===== src/rtl/instr_enc_pkg.sv =====
// Shared definitions for the RV32I instruction encoder.
//   instr_cls_e : request class carried on in_cls (values 10..15 are undefined)
//   OP_*        : RV32I base opcodes
//   F7_ALT      : funct7 selecting sub/sra/srai
//   enc_state_e : sequencer states
package instr_enc_pkg;

    typedef enum logic [3:0] {
        CLS_R      = 4'd0,
        CLS_I_ALU  = 4'd1,
        CLS_LOAD   = 4'd2,
        CLS_STORE  = 4'd3,
        CLS_BRANCH = 4'd4,
        CLS_LUI    = 4'd5,
        CLS_AUIPC  = 4'd6,
        CLS_JAL    = 4'd7,
        CLS_JALR   = 4'd8,
        CLS_LI     = 4'd9
    } instr_cls_e;

    localparam logic [6:0] OP_R      = 7'b0110011;
    localparam logic [6:0] OP_IMM    = 7'b0010011;
    localparam logic [6:0] OP_LOAD   = 7'b0000011;
    localparam logic [6:0] OP_STORE  = 7'b0100011;
    localparam logic [6:0] OP_BRANCH = 7'b1100011;
    localparam logic [6:0] OP_LUI    = 7'b0110111;
    localparam logic [6:0] OP_AUIPC  = 7'b0010111;
    localparam logic [6:0] OP_JAL    = 7'b1101111;
    localparam logic [6:0] OP_JALR   = 7'b1100111;

    localparam logic [6:0] F7_ALT    = 7'b0100000;

    typedef enum logic [1:0] {
        ST_IDLE    = 2'd0,
        ST_EMIT    = 2'd1,
        ST_EMIT_LO = 2'd2
    } enc_state_e;

endpackage


===== src/rtl/rv32_imm_pack.sv =====
// Places an immediate into its RV32I instruction-format bit positions and
// reports whether the value is representable in that format.
//   cls      : request class (selects I/S/B/U/J layout; LI uses the I layout)
//   imm      : full signed immediate / byte offset
//   imm_bits : immediate bits in position, all other fields zero
//   range_ok : value fits the format (including alignment for B/J)
module rv32_imm_pack
    import instr_enc_pkg::*;
(
    input  logic [3:0]  cls,
    input  logic [31:0] imm,
    output logic [31:0] imm_bits,
    output logic        range_ok
);

    logic fit12;
    logic fit13;
    logic fit21;

    // A value fits N signed bits when every bit above N-1 equals the sign bit.
    assign fit12 = (imm[31:11] == {21{imm[31]}});
    assign fit13 = (imm[31:12] == {20{imm[31]}});
    assign fit21 = (imm[31:20] == {12{imm[31]}});

    always_comb begin
        imm_bits = '0;
        range_ok = 1'b0;
        case (cls)
            CLS_R: begin
                range_ok = 1'b1;
            end
            CLS_I_ALU, CLS_LOAD, CLS_JALR, CLS_LI: begin
                imm_bits[31:20] = imm[11:0];
                range_ok        = fit12;
            end
            CLS_STORE: begin
                imm_bits[31:25] = imm[11:5];
                imm_bits[11:7]  = imm[4:0];
                range_ok        = fit12;
            end
            CLS_BRANCH: begin
                imm_bits[31]    = imm[12];
                imm_bits[30:25] = imm[10:5];
                imm_bits[11:8]  = imm[4:1];
                imm_bits[7]     = imm[11];
                range_ok        = fit13 & ~imm[0];
            end
            CLS_LUI, CLS_AUIPC: begin
                imm_bits[31:12] = imm[31:12];
                range_ok        = (imm[11:0] == 12'd0);
            end
            CLS_JAL: begin
                imm_bits[31]    = imm[20];
                imm_bits[30:21] = imm[10:1];
                imm_bits[20]    = imm[11];
                imm_bits[19:12] = imm[19:12];
                range_ok        = fit21 & ~imm[0];
            end
            default: begin
                range_ok = 1'b0;
            end
        endcase
    end

endmodule


===== src/rtl/instr_encoder.sv =====
// RV32I instruction encoder / sequencer. Accepts decoded fields, emits legal
// 32-bit words with a wrapping IMEM word address; LI expands to lui/addi.
//   clk, rstn            : clock, async active-low reset
//   clr                  : sync clear (drop pending output, address <- 0)
//   in_valid/in_ready    : request handshake
//   in_cls,in_f3,in_alt  : class, funct3, funct7 alternate select
//   in_rd,in_rs1,in_rs2  : register indices
//   in_imm               : signed immediate / offset
//   out_valid/out_ready  : word handshake
//   out_instr, out_addr  : encoded word and its word address
//   err                  : one-cycle pulse for a rejected request
//
// state      | meaning
// -----------+-----------------------------------------------
// ST_IDLE    | ready for a request
// ST_EMIT    | presenting main word, waiting for out_ready
// ST_EMIT_LO | presenting LI low-half addi, waiting for out_ready
module instr_encoder
    import instr_enc_pkg::*;
#(
    parameter int ADDR_W = 8
) (
    input  logic              clk,
    input  logic              rstn,
    input  logic              clr,
    input  logic              in_valid,
    output logic              in_ready,
    input  logic [3:0]        in_cls,
    input  logic [2:0]        in_f3,
    input  logic              in_alt,
    input  logic [4:0]        in_rd,
    input  logic [4:0]        in_rs1,
    input  logic [4:0]        in_rs2,
    input  logic [31:0]       in_imm,
    output logic              out_valid,
    input  logic              out_ready,
    output logic [31:0]       out_instr,
    output logic [ADDR_W-1:0] out_addr,
    output logic              err
);

    enc_state_e        state_q, state_d;
    logic [31:0]       instr_q, instr_d;
    logic [31:0]       lo_q, lo_d;
    logic              lo_pend_q, lo_pend_d;
    logic [ADDR_W-1:0] addr_q, addr_d;
    logic              err_q, err_d;

    logic        li_small;
    logic [19:0] li_hi;
    logic [3:0]  pack_cls;
    logic [31:0] pack_imm;
    logic [31:0] pack_bits;
    logic        pack_ok;
    logic [31:0] lo_bits;
    logic        lo_ok;
    logic        is_shift;
    logic        legal;
    logic        lo_needed;
    logic [31:0] enc_word;
    logic [31:0] lo_word;

    assign li_small = (in_imm[31:11] == {21{in_imm[31]}});
    // Upper part rounded so the sign-extended addi low half restores the value.
    assign li_hi    = in_imm[31:12] + {19'd0, in_imm[11]};
    assign is_shift = (in_cls == CLS_I_ALU) && ((in_f3 == 3'b001) || (in_f3 == 3'b101));

    always_comb begin
        pack_cls = in_cls;
        pack_imm = in_imm;
        if (in_cls == CLS_LI && !li_small) begin
            pack_cls = CLS_LUI;
            pack_imm = {li_hi, 12'd0};
        end
    end

    rv32_imm_pack u_pack_main (
        .cls      (pack_cls),
        .imm      (pack_imm),
        .imm_bits (pack_bits),
        .range_ok (pack_ok)
    );

    rv32_imm_pack u_pack_lo (
        .cls      (CLS_LI),
        .imm      ({{20{in_imm[11]}}, in_imm[11:0]}),
        .imm_bits (lo_bits),
        .range_ok (lo_ok)
    );

    always_comb begin
        legal = 1'b0;
        case (in_cls)
            CLS_R:      legal = ~in_alt | (in_f3 == 3'b000) | (in_f3 == 3'b101);
            CLS_I_ALU:  legal = is_shift ? ((in_imm[31:5] == 27'd0) & (~in_alt | (in_f3 == 3'b101)))
                                         : (pack_ok & ~in_alt);
            CLS_LOAD:   legal = pack_ok & ~in_alt & (in_f3 != 3'b011) & (in_f3 != 3'b110) & (in_f3 != 3'b111);
            CLS_STORE:  legal = pack_ok & ~in_alt & (in_f3 <= 3'b010);
            CLS_BRANCH: legal = pack_ok & ~in_alt & (in_f3 != 3'b010) & (in_f3 != 3'b011);
            CLS_LUI, CLS_AUIPC, CLS_JAL, CLS_JALR:
                        legal = pack_ok & ~in_alt;
            CLS_LI:     legal = ~in_alt & lo_ok;
            default:    legal = 1'b0;
        endcase
    end

    always_comb begin
        enc_word = pack_bits;
        case (in_cls)
            CLS_R:      enc_word = {(in_alt ? F7_ALT : 7'd0), in_rs2, in_rs1, in_f3, in_rd, OP_R};
            CLS_I_ALU: begin
                enc_word = pack_bits | {12'd0, in_rs1, in_f3, in_rd, OP_IMM};
                if (in_alt) enc_word[31:25] = enc_word[31:25] | F7_ALT;
            end
            CLS_LOAD:   enc_word = pack_bits | {12'd0, in_rs1, in_f3, in_rd, OP_LOAD};
            CLS_STORE:  enc_word = pack_bits | {7'd0, in_rs2, in_rs1, in_f3, 5'd0, OP_STORE};
            CLS_BRANCH: enc_word = pack_bits | {7'd0, in_rs2, in_rs1, in_f3, 5'd0, OP_BRANCH};
            CLS_LUI:    enc_word = pack_bits | {20'd0, in_rd, OP_LUI};
            CLS_AUIPC:  enc_word = pack_bits | {20'd0, in_rd, OP_AUIPC};
            CLS_JAL:    enc_word = pack_bits | {20'd0, in_rd, OP_JAL};
            CLS_JALR:   enc_word = pack_bits | {12'd0, in_rs1, 3'b000, in_rd, OP_JALR};
            CLS_LI:     enc_word = pack_bits | {20'd0, in_rd, (li_small ? OP_IMM : OP_LUI)};
            default:    enc_word = '0;
        endcase
    end

    assign lo_word   = lo_bits | {12'd0, in_rd, 3'b000, in_rd, OP_IMM};
    assign lo_needed = (in_cls == CLS_LI) && !li_small && (in_imm[11:0] != 12'd0);

    always_comb begin
        state_d   = state_q;
        instr_d   = instr_q;
        lo_d      = lo_q;
        lo_pend_d = lo_pend_q;
        addr_d    = addr_q;
        err_d     = 1'b0;
        if (clr) begin
            state_d   = ST_IDLE;
            lo_pend_d = 1'b0;
            addr_d    = '0;
        end else begin
            case (state_q)
                ST_IDLE: begin
                    if (in_valid) begin
                        if (legal) begin
                            instr_d   = enc_word;
                            lo_d      = lo_word;
                            lo_pend_d = lo_needed;
                            state_d   = ST_EMIT;
                        end else begin
                            err_d = 1'b1;
                        end
                    end
                end
                ST_EMIT: begin
                    if (out_ready) begin
                        addr_d = addr_q + ADDR_W'(1);
                        if (lo_pend_q) begin
                            instr_d   = lo_q;
                            lo_pend_d = 1'b0;
                            state_d   = ST_EMIT_LO;
                        end else begin
                            state_d = ST_IDLE;
                        end
                    end
                end
                ST_EMIT_LO: begin
                    if (out_ready) begin
                        addr_d  = addr_q + ADDR_W'(1);
                        state_d = ST_IDLE;
                    end
                end
                default: state_d = ST_IDLE;
            endcase
        end
    end

    always_ff @(posedge clk or negedge rstn) begin
        if (!rstn) begin
            state_q   <= ST_IDLE;
            instr_q   <= '0;
            lo_q      <= '0;
            lo_pend_q <= 1'b0;
            addr_q    <= '0;
            err_q     <= 1'b0;
        end else begin
            state_q   <= state_d;
            instr_q   <= instr_d;
            lo_q      <= lo_d;
            lo_pend_q <= lo_pend_d;
            addr_q    <= addr_d;
            err_q     <= err_d;
        end
    end

    assign in_ready  = (state_q == ST_IDLE) & ~clr;
    assign out_valid = (state_q != ST_IDLE);
    assign out_instr = instr_q;
    assign out_addr  = addr_q;
    assign err       = err_q;

endmodule


===== config.mk =====
export PLATFORM = sky130hd
export DESIGN_NAME = instr_encoder
export DESIGN_NICKNAME = d
export VERILOG_FILES = /design/src/rtl/instr_enc_pkg.sv /design/src/rtl/rv32_imm_pack.sv /design/src/rtl/instr_encoder.sv
export SDC_FILE = /design/constraint.sdc
export NUM_CORES = 1
export LEC_CHECK = 0
export BUFFER_PORTS_ARGS = -buffer_cell sky130_fd_sc_hd__buf_2
export CAP_MARGIN = 20
export CORE_MARGIN = 4
export CORE_UTILIZATION = 25
export CTS_BUF_LIST = sky130_fd_sc_hd__clkbuf_8
export CTS_CLUSTER_DIAMETER = 150
export DETAILED_ROUTE_END_ITERATION = 8
export MAX_ROUTING_LAYER = met4
export SLEW_MARGIN = 20
export SYNTH_ARGS = -nofsm -noshare
export SYNTH_HDL_FRONTEND = slang
export SYNTH_SLANG_ARGS = --single-unit

===== constraint.sdc =====
create_clock -name clk -period 2.1 [get_ports clk]
set_clock_uncertainty 0.05 [all_clocks]
set_input_delay 0.315 -clock clk [delete_from_list [all_inputs] [get_ports clk]]
set_output_delay 0.315 -clock clk [all_outputs]
set_load 0.01 [all_outputs]

# After elaboration in Yosys (flattened, before gate mapping)
# Cells that the tools add are included.
[word_totals]
ff_bits = 76
latchBits = 0
ram_bits = 0
rom_bits = 0
in_bits = 60
output_inout_bits = 43
elab_cells = 139
mem_count = 0
[classes]
n_addsub = 2
n_mul = 0
div = 0
order_cmp = 1
eq_ne = 38
shifts = 0
n_mux = 37
bitwise = 27
n_reduce_logical = 28
[op_table]
columns = ["operator", "count"]
rows = [
  ["one-hot mux 32 bit (10 select lines)", 1],
  ["2-to-1 mux 32 bit", 5],
  ["OR 32 x 12 -> 32 bit", 4],
  ["OR 32 x 20 -> 32 bit", 4],
  ["OR 32 x 25 -> 32 bit", 2],
  ["one-hot mux 32 bit (2 select lines)", 1],
  ["== test 20 bit", 2],
  ["== test 4 x 3 -> 1 bit, second input constant", 8],
  ["2-to-1 mux 8 bit", 4],
  ["one-hot mux 7 bit (4 select lines)", 1],
  ["zero test 27 bit", 1],
  ["adder 20 x 1 -> 20 bit", 1],
  ["== test 19 bit", 1],
  ["2-to-1 mux 6 bit", 3],
  ["!= test 3 bit, second input constant", 6],
  ["== test 4 x 2 -> 1 bit, second input constant", 4],
  ["== test 4 bit, second input constant", 4],
  ["one-hot mux 5 bit (3 select lines)", 1],
  ["zero test 12 bit", 1],
  ["2-to-1 mux 2 bit", 6],
  ["AND reduction 4 bit", 3],
  ["nonzero test 12 bit", 1],
  ["bitwise AND 1 bit", 11],
  ["== test 11 bit", 1],
  ["other kinds (32)", 57],
]

# Longest topological paths before layout
[logic_depth]
word_depth = 16
mapped_depth = 16
depth_no_buf = 13

# Hierarchy
# A second synthesis with hierarchy kept.
[hier_totals]
hier_cells = 807
area_unflattened_um2 = 6592.6
[modules_own_cells]
columns = ["mod", "instances", "cells_each", "area_per_inst_um2", "seq_area_each_um2"]
rows = [
  ["instr_encoder", 1, 492, 4645.7, 1826.8],
  ["rv32_imm_pack at u_pack_main", 1, 157, 978.4, 0.0],
  ["rv32_imm_pack at u_pack_lo", 1, 158, 968.4, 0.0],
]

# Worst setup path before layout
# No wires, ideal clock.
[synth_path]
kind = "input -> register"
from = "input port in_imm[27]"
to = "register lo_q[24]"
setup_ps = 125
t_arrival_ps = 3370
required_ps = 1925
slack_ps = -1445
path_stages = 15
path_buffers = 4
cell_sequence = "buf_2 -> nor4_2 -> nand3_1 -> or4_1 -> buf_2 -> nand3_2 -> nor4_2 -> xor2_1 -> or4_1 -> nand3_1 -> and3_4 -> and3_4 -> buf_12 -> buf_12 -> mux2_4"
[synth_via]
elab_chain_cells = 13
elab_cells_between_ends = 38
cone_classes = "1 x add/sub; 13 x eq/ne; 5 x mux; 11 x bitwise; 8 x reduce/logical"
[synth_lines]
columns = ["item", "line", "source"]
rows = [
  ["start: declaration", "instr_encoder.sv:34", "input logic [31:0] in_imm,"],
  ["parallel branches: the longest is 11 deep, another holds adder 20 x 1 -> 20 bit", "--", ""],
  ["one-hot mux 1 bit (7 select lines) (*)", "instr_encoder.sv:93", "case (in_cls)"],
  ["AND reduction 4 bit (no source line) (*)", "--", ""],
  ["end signal: assignment", "instr_encoder.sv:189", "lo_q <= lo_d;"],
  ["end: declaration", "instr_encoder.sv:44", "logic [31:0] lo_q, lo_d;"],
]
# Mark *: on every way between the ends.
# A chain may end at the register's enable or synchronous reset.

# Worst setup path after layout
[layout_path]
from = "input port in_imm[16]"
to = "register instr_q[9] (netlist: out_instr[9])"
[layout_via]
elab_chain_cells = 14
elab_cells_between_ends = 53
cone_classes = "1 x add/sub; 14 x eq/ne; 10 x mux; 20 x bitwise; 8 x reduce/logical"
[layout_lines]
columns = ["item", "line", "source"]
rows = [
  ["parallel branches: the longest is 14 deep, another holds adder 20 x 1 -> 20 bit", "--", ""],
  ["end signal: assignment", "instr_encoder.sv:188", "instr_q <= instr_d;"],
  ["end: declaration", "instr_encoder.sv:43", "logic [31:0] instr_q, instr_d;"],
]
# Several ways; the timed one is not identified. The select of a mux whose other input is x is not followed.

==> results.md <==
- Startpoint type of the worst setup path: input pin
- CTS tree: done
- GPL Wtd Cong: 0.901
- Final count of hold timing violations: 0
- Failing checks: setup timing
- Prevailing post-synth register cell: sky130_fd_sc_hd__dfrtp_1
- Ordered list of cells on the worst path: buf_6, nor3_4, nand3_1, buf_4, or4_4, nand4_1, xor2_1, nand4_1, or4_4, nand3_4, and4_4, o21a_4, buf_12, mux2_4
- Final HPWL from detailed placement: 12.9 mm
- Measured slew at the worst slew-check pin: 0.414 ns
- Initial drt markers: 339
- Vias in the first global route: 4,931
- Synthesized netlist cell count: 539
- H-tree lvl count: 3
- Latest clock arrival within the worst-skew pair: 0.35 ns
- Family with the most delay on the worst path: simple AND/OR/NAND/NOR gates
- Clock transition at the register clock pins on the worst setup and hold paths after CTS: 0.08 ns
- Number of standard-cell rows in the floorplan: 49
- Port Buffer Count: 102
- Global Route Usage Sum: 16.2%
- Number of enable-type register cells in the synthesized netlist: 0
- Summed instance area of the synthesized netlist: 0.00468 mm^2
- Mapped Nets: 606
- Crit path time final: 3.21 ns
- Fmax: 312 MHz
- Number of buffers inserted during clock tree synthesis: 9
- Crit path largest cell delay: 0.54 ns
- Die Height: 145 um
- Synthesis-to-finish area growth: 61.2%
- Sequential element share of the synthesized area: 32.6%
- Final period utilization: 153%
- Pre-CTS WS: -1.67 ns
- Number of buffers between clock root and the deepest sink: 2
- Worst path setup slack after routing: -1.11 ns
- Routed Antenna Nets: 0
- WL/cell: 16.8 um
- Maximum fanout along the worst path: 10
- Number of top-level design ports: 103
- Arr. time, crit path: 3.39 ns
- Number of vias after detailed routing: 5,080
- Largest vdd supply drop: 0.238 mV
- Post-layout utilization of the core: 41.4%
- Unrepaired setup endpoints after global routing: true
- Core region area: 0.0182 mm^2
- Slew Limit Fails: 0
- Leftover overflow at the end of global routing: 0
- Die area: 0.0210 mm^2
- CP Capture Type: flop
- Final setup vio count: 53
- Critical setup path kind: input pin to flop
- Average size of a mapped cell: 8.68 um^2
- Drt first pass iters: 5
- Class of the most critical hold timing path: input pin to flop
- #FFs+latches synth: 61
- Starting density of the core: 25.7%
- Leak: 3.48 nW
- Largest net degree at the start of global routing: 62
- Buffer and inverter count on the worst path: 3
- Clk Tree Root Cell: sky130_fd_sc_hd__clkbuf_8
- Width of the chip: 145 um
- Total design power: 3.77 mW
- Share of cells above drive strength 1: 51.0%
- Unique cell type count in the Yosys netlist: 62
- Cell type of the slowest stage on the worst timing path: sky130_fd_sc_hd__or4_4
- Warnings, synthesis: 0
- Number of remaining DRC errors: 0
- Vias per std cell: 4.97
- Fraction of registers with async set or reset after synthesis: 100%
- Overall routed net length: 17.2 mm
- Pwr dens: 499 mW/mm^2
- Max-slew headroom: 72.0%
- Initial antenna violation count: 1
- Wire length of the first global-routing pass: 26.1 mm
- TritonCTS sink count: 61
- Result of the run: complete, but fails checks
- Layout net count: 854
- Number of maximum-capacitance violations: 0
- WP data required: 2.28 ns
-- Yosys cell counts (4+ instances only) --
cell type	count	area, um^2
sky130_fd_sc_hd__dfrtp_1	61	1530
sky130_fd_sc_hd__nor2_1	53	199
sky130_fd_sc_hd__nand2_1	47	176
sky130_fd_sc_hd__mux2_2	39	439
sky130_fd_sc_hd__o21ai_0	36	180
sky130_fd_sc_hd__a21oi_1	34	170
sky130_fd_sc_hd__nand3_1	28	140
sky130_fd_sc_hd__clkbuf_1	17	63.8
sky130_fd_sc_hd__nor3_1	17	85.1
sky130_fd_sc_hd__nand4_1	15	93.8
sky130_fd_sc_hd__xnor2_1	15	131
sky130_fd_sc_hd__xor2_1	14	123
sky130_fd_sc_hd__inv_1	11	41.3
sky130_fd_sc_hd__a211oi_1	10	75.1
sky130_fd_sc_hd__a221oi_1	8	70.1
sky130_fd_sc_hd__buf_2	8	40.0
sky130_fd_sc_hd__mux2_4	8	120
sky130_fd_sc_hd__nor4_1	8	50.1
sky130_fd_sc_hd__ha_1	7	87.6
sky130_fd_sc_hd__a22o_1	6	52.6
sky130_fd_sc_hd__a22oi_1	6	45.0
sky130_fd_sc_hd__mux2i_1	6	60.1
sky130_fd_sc_hd__nand2b_1	6	37.5
sky130_fd_sc_hd__or2_2	6	37.5
sky130_fd_sc_hd__a31oi_1	5	31.3
sky130_fd_sc_hd__and3_1	5	31.3
sky130_fd_sc_hd__buf_6	4	45.0
sky130_fd_sc_hd__nor2b_1	4	25.0
sky130_fd_sc_hd__or4_1	4	30.0
-- power by group --
| group | total [mW] | internal, mW | switching [mW] |
|---|---|---|---|
| Combinational | 1.09 | 0.565 | 0.525 |
| Sequential | 1.36 | 1.29 | 0.0691 |
| Clock | 1.32 | 0.794 | 0.522 |
| Total | 3.77 | 2.65 | 1.12 |
-- layout by cell type (no fill, tap or decap), types with 6 or more instances in the layout --
cell type                    n
sky130_fd_sc_hd__nor3_2      8
sky130_fd_sc_hd__dfrtp_1    61
sky130_fd_sc_hd__xnor2_1    10
sky130_fd_sc_hd__a22o_1      6
sky130_fd_sc_hd__clkbuf_8    9
sky130_fd_sc_hd__buf_2      97
sky130_fd_sc_hd__a211oi_1    9
sky130_fd_sc_hd__o21ai_0    32
sky130_fd_sc_hd__nand3_1    25
sky130_fd_sc_hd__a21oi_1    32
sky130_fd_sc_hd__nand2_1    44
sky130_fd_sc_hd__buf_4     147
sky130_fd_sc_hd__nor2_1     49
sky130_fd_sc_hd__xor2_1     14
sky130_fd_sc_hd__buf_6      17
sky130_fd_sc_hd__nand2b_1    6
sky130_fd_sc_hd__buf_12      6
sky130_fd_sc_hd__a221oi_1    8
sky130_fd_sc_hd__nand4_1    15
sky130_fd_sc_hd__inv_1      11
sky130_fd_sc_hd__mux2_4     47
-- cells by family after synthesis --
| group | after synthesis | synth area share, % |
|---|---|---|
| simple gates | 212 | 23.3 |
| compound gates | 129 | 17.5 |
| flops | 61 | 32.6 |
| mux | 53 | 13.2 |
| buf+inv | 46 | 5.35 |
| xor+xnor | 31 | 6.12 |
| fa+ha+maj | 7 | 1.87 |
-- flip-flops by register name, summed over array words and instances (netlist names) --
register	cells
err	1
lo_pend_q	1
lo_q	18
out_addr	8
out_instr	31
state_q	2
-- routing by layer --
metal | track usage, % | wire length (um) | up-vias
met5 | - | 0 | -
met3 | 2.69 | 998 | 20
met4 | 4.91 | 269 | 0
met1 | 21.7 | 7780 | 2433
met2 | 25.2 | 8160 | 138
li1 | - | - | 2489
-- final timing paths --
kind                                from             to  slack [ns]  cells past startpoint
setup reg to reg              state_q[1]  out_instr[25]       -0.02                      8
min in group asynchronous           rstn    out_addr[2]        0.47                      3
hold / removal                  in_valid            err        0.19                      3
hold reg to reg            out_instr[11]  out_instr[11]        0.46                      1
max in group asynchronous           rstn   out_instr[9]        1.26                      3
setup / recovery              in_imm[16]   out_instr[9]       -1.11                     14
-- through the flow --
stage          instances  setup TNS (ns)  instance area [um^2]  hold slack, ns
6_report            1022          -54.80                  7540           0.189
4_1_cts             1012          -50.80                  7190           0.166
5_1_grt             1022          -60.31                  7540           0.185
3_5_place_dp         980          -83.15                  6540           0.305
2_1_floorplan        539          -69.24                  4840         -0.0306
3_3_place_gp         980          -76.64                  6540           0.298
-- repair_timing --
item | 4_1_cts | 5_1_grt
setup endpoints to repair | 53 | 53
pin swaps | 15 | 29
hold endpoints to repair | 61 | 0
cloned | 3 | 2
hold buffers | 1 | 0
resized for setup | 53 | 60
buffers inserted | 15 | 11
-- layout make-up --
type / count / area, um^2
Sequential cell: 61 / 1530
Timing Repair Buffer: 272 / 1990
Antenna cell: 1 / 2.50
Multi-Input combinational cell: 432 / 3450
Inverter: 11 / 41.3
Clock inverter: 7 / 124
Tap cell: 229 / 287
Fill cell: 1813 / 10700
Clock buffer: 9 / 124
-- tightest hold or removal path: cells and delay by family --
kind,cells,cell delay (ns)
buffers and inverters,1,0.13
AND/OR/NAND/NOR,2,0.11
(Power assumes the default switching activity.)
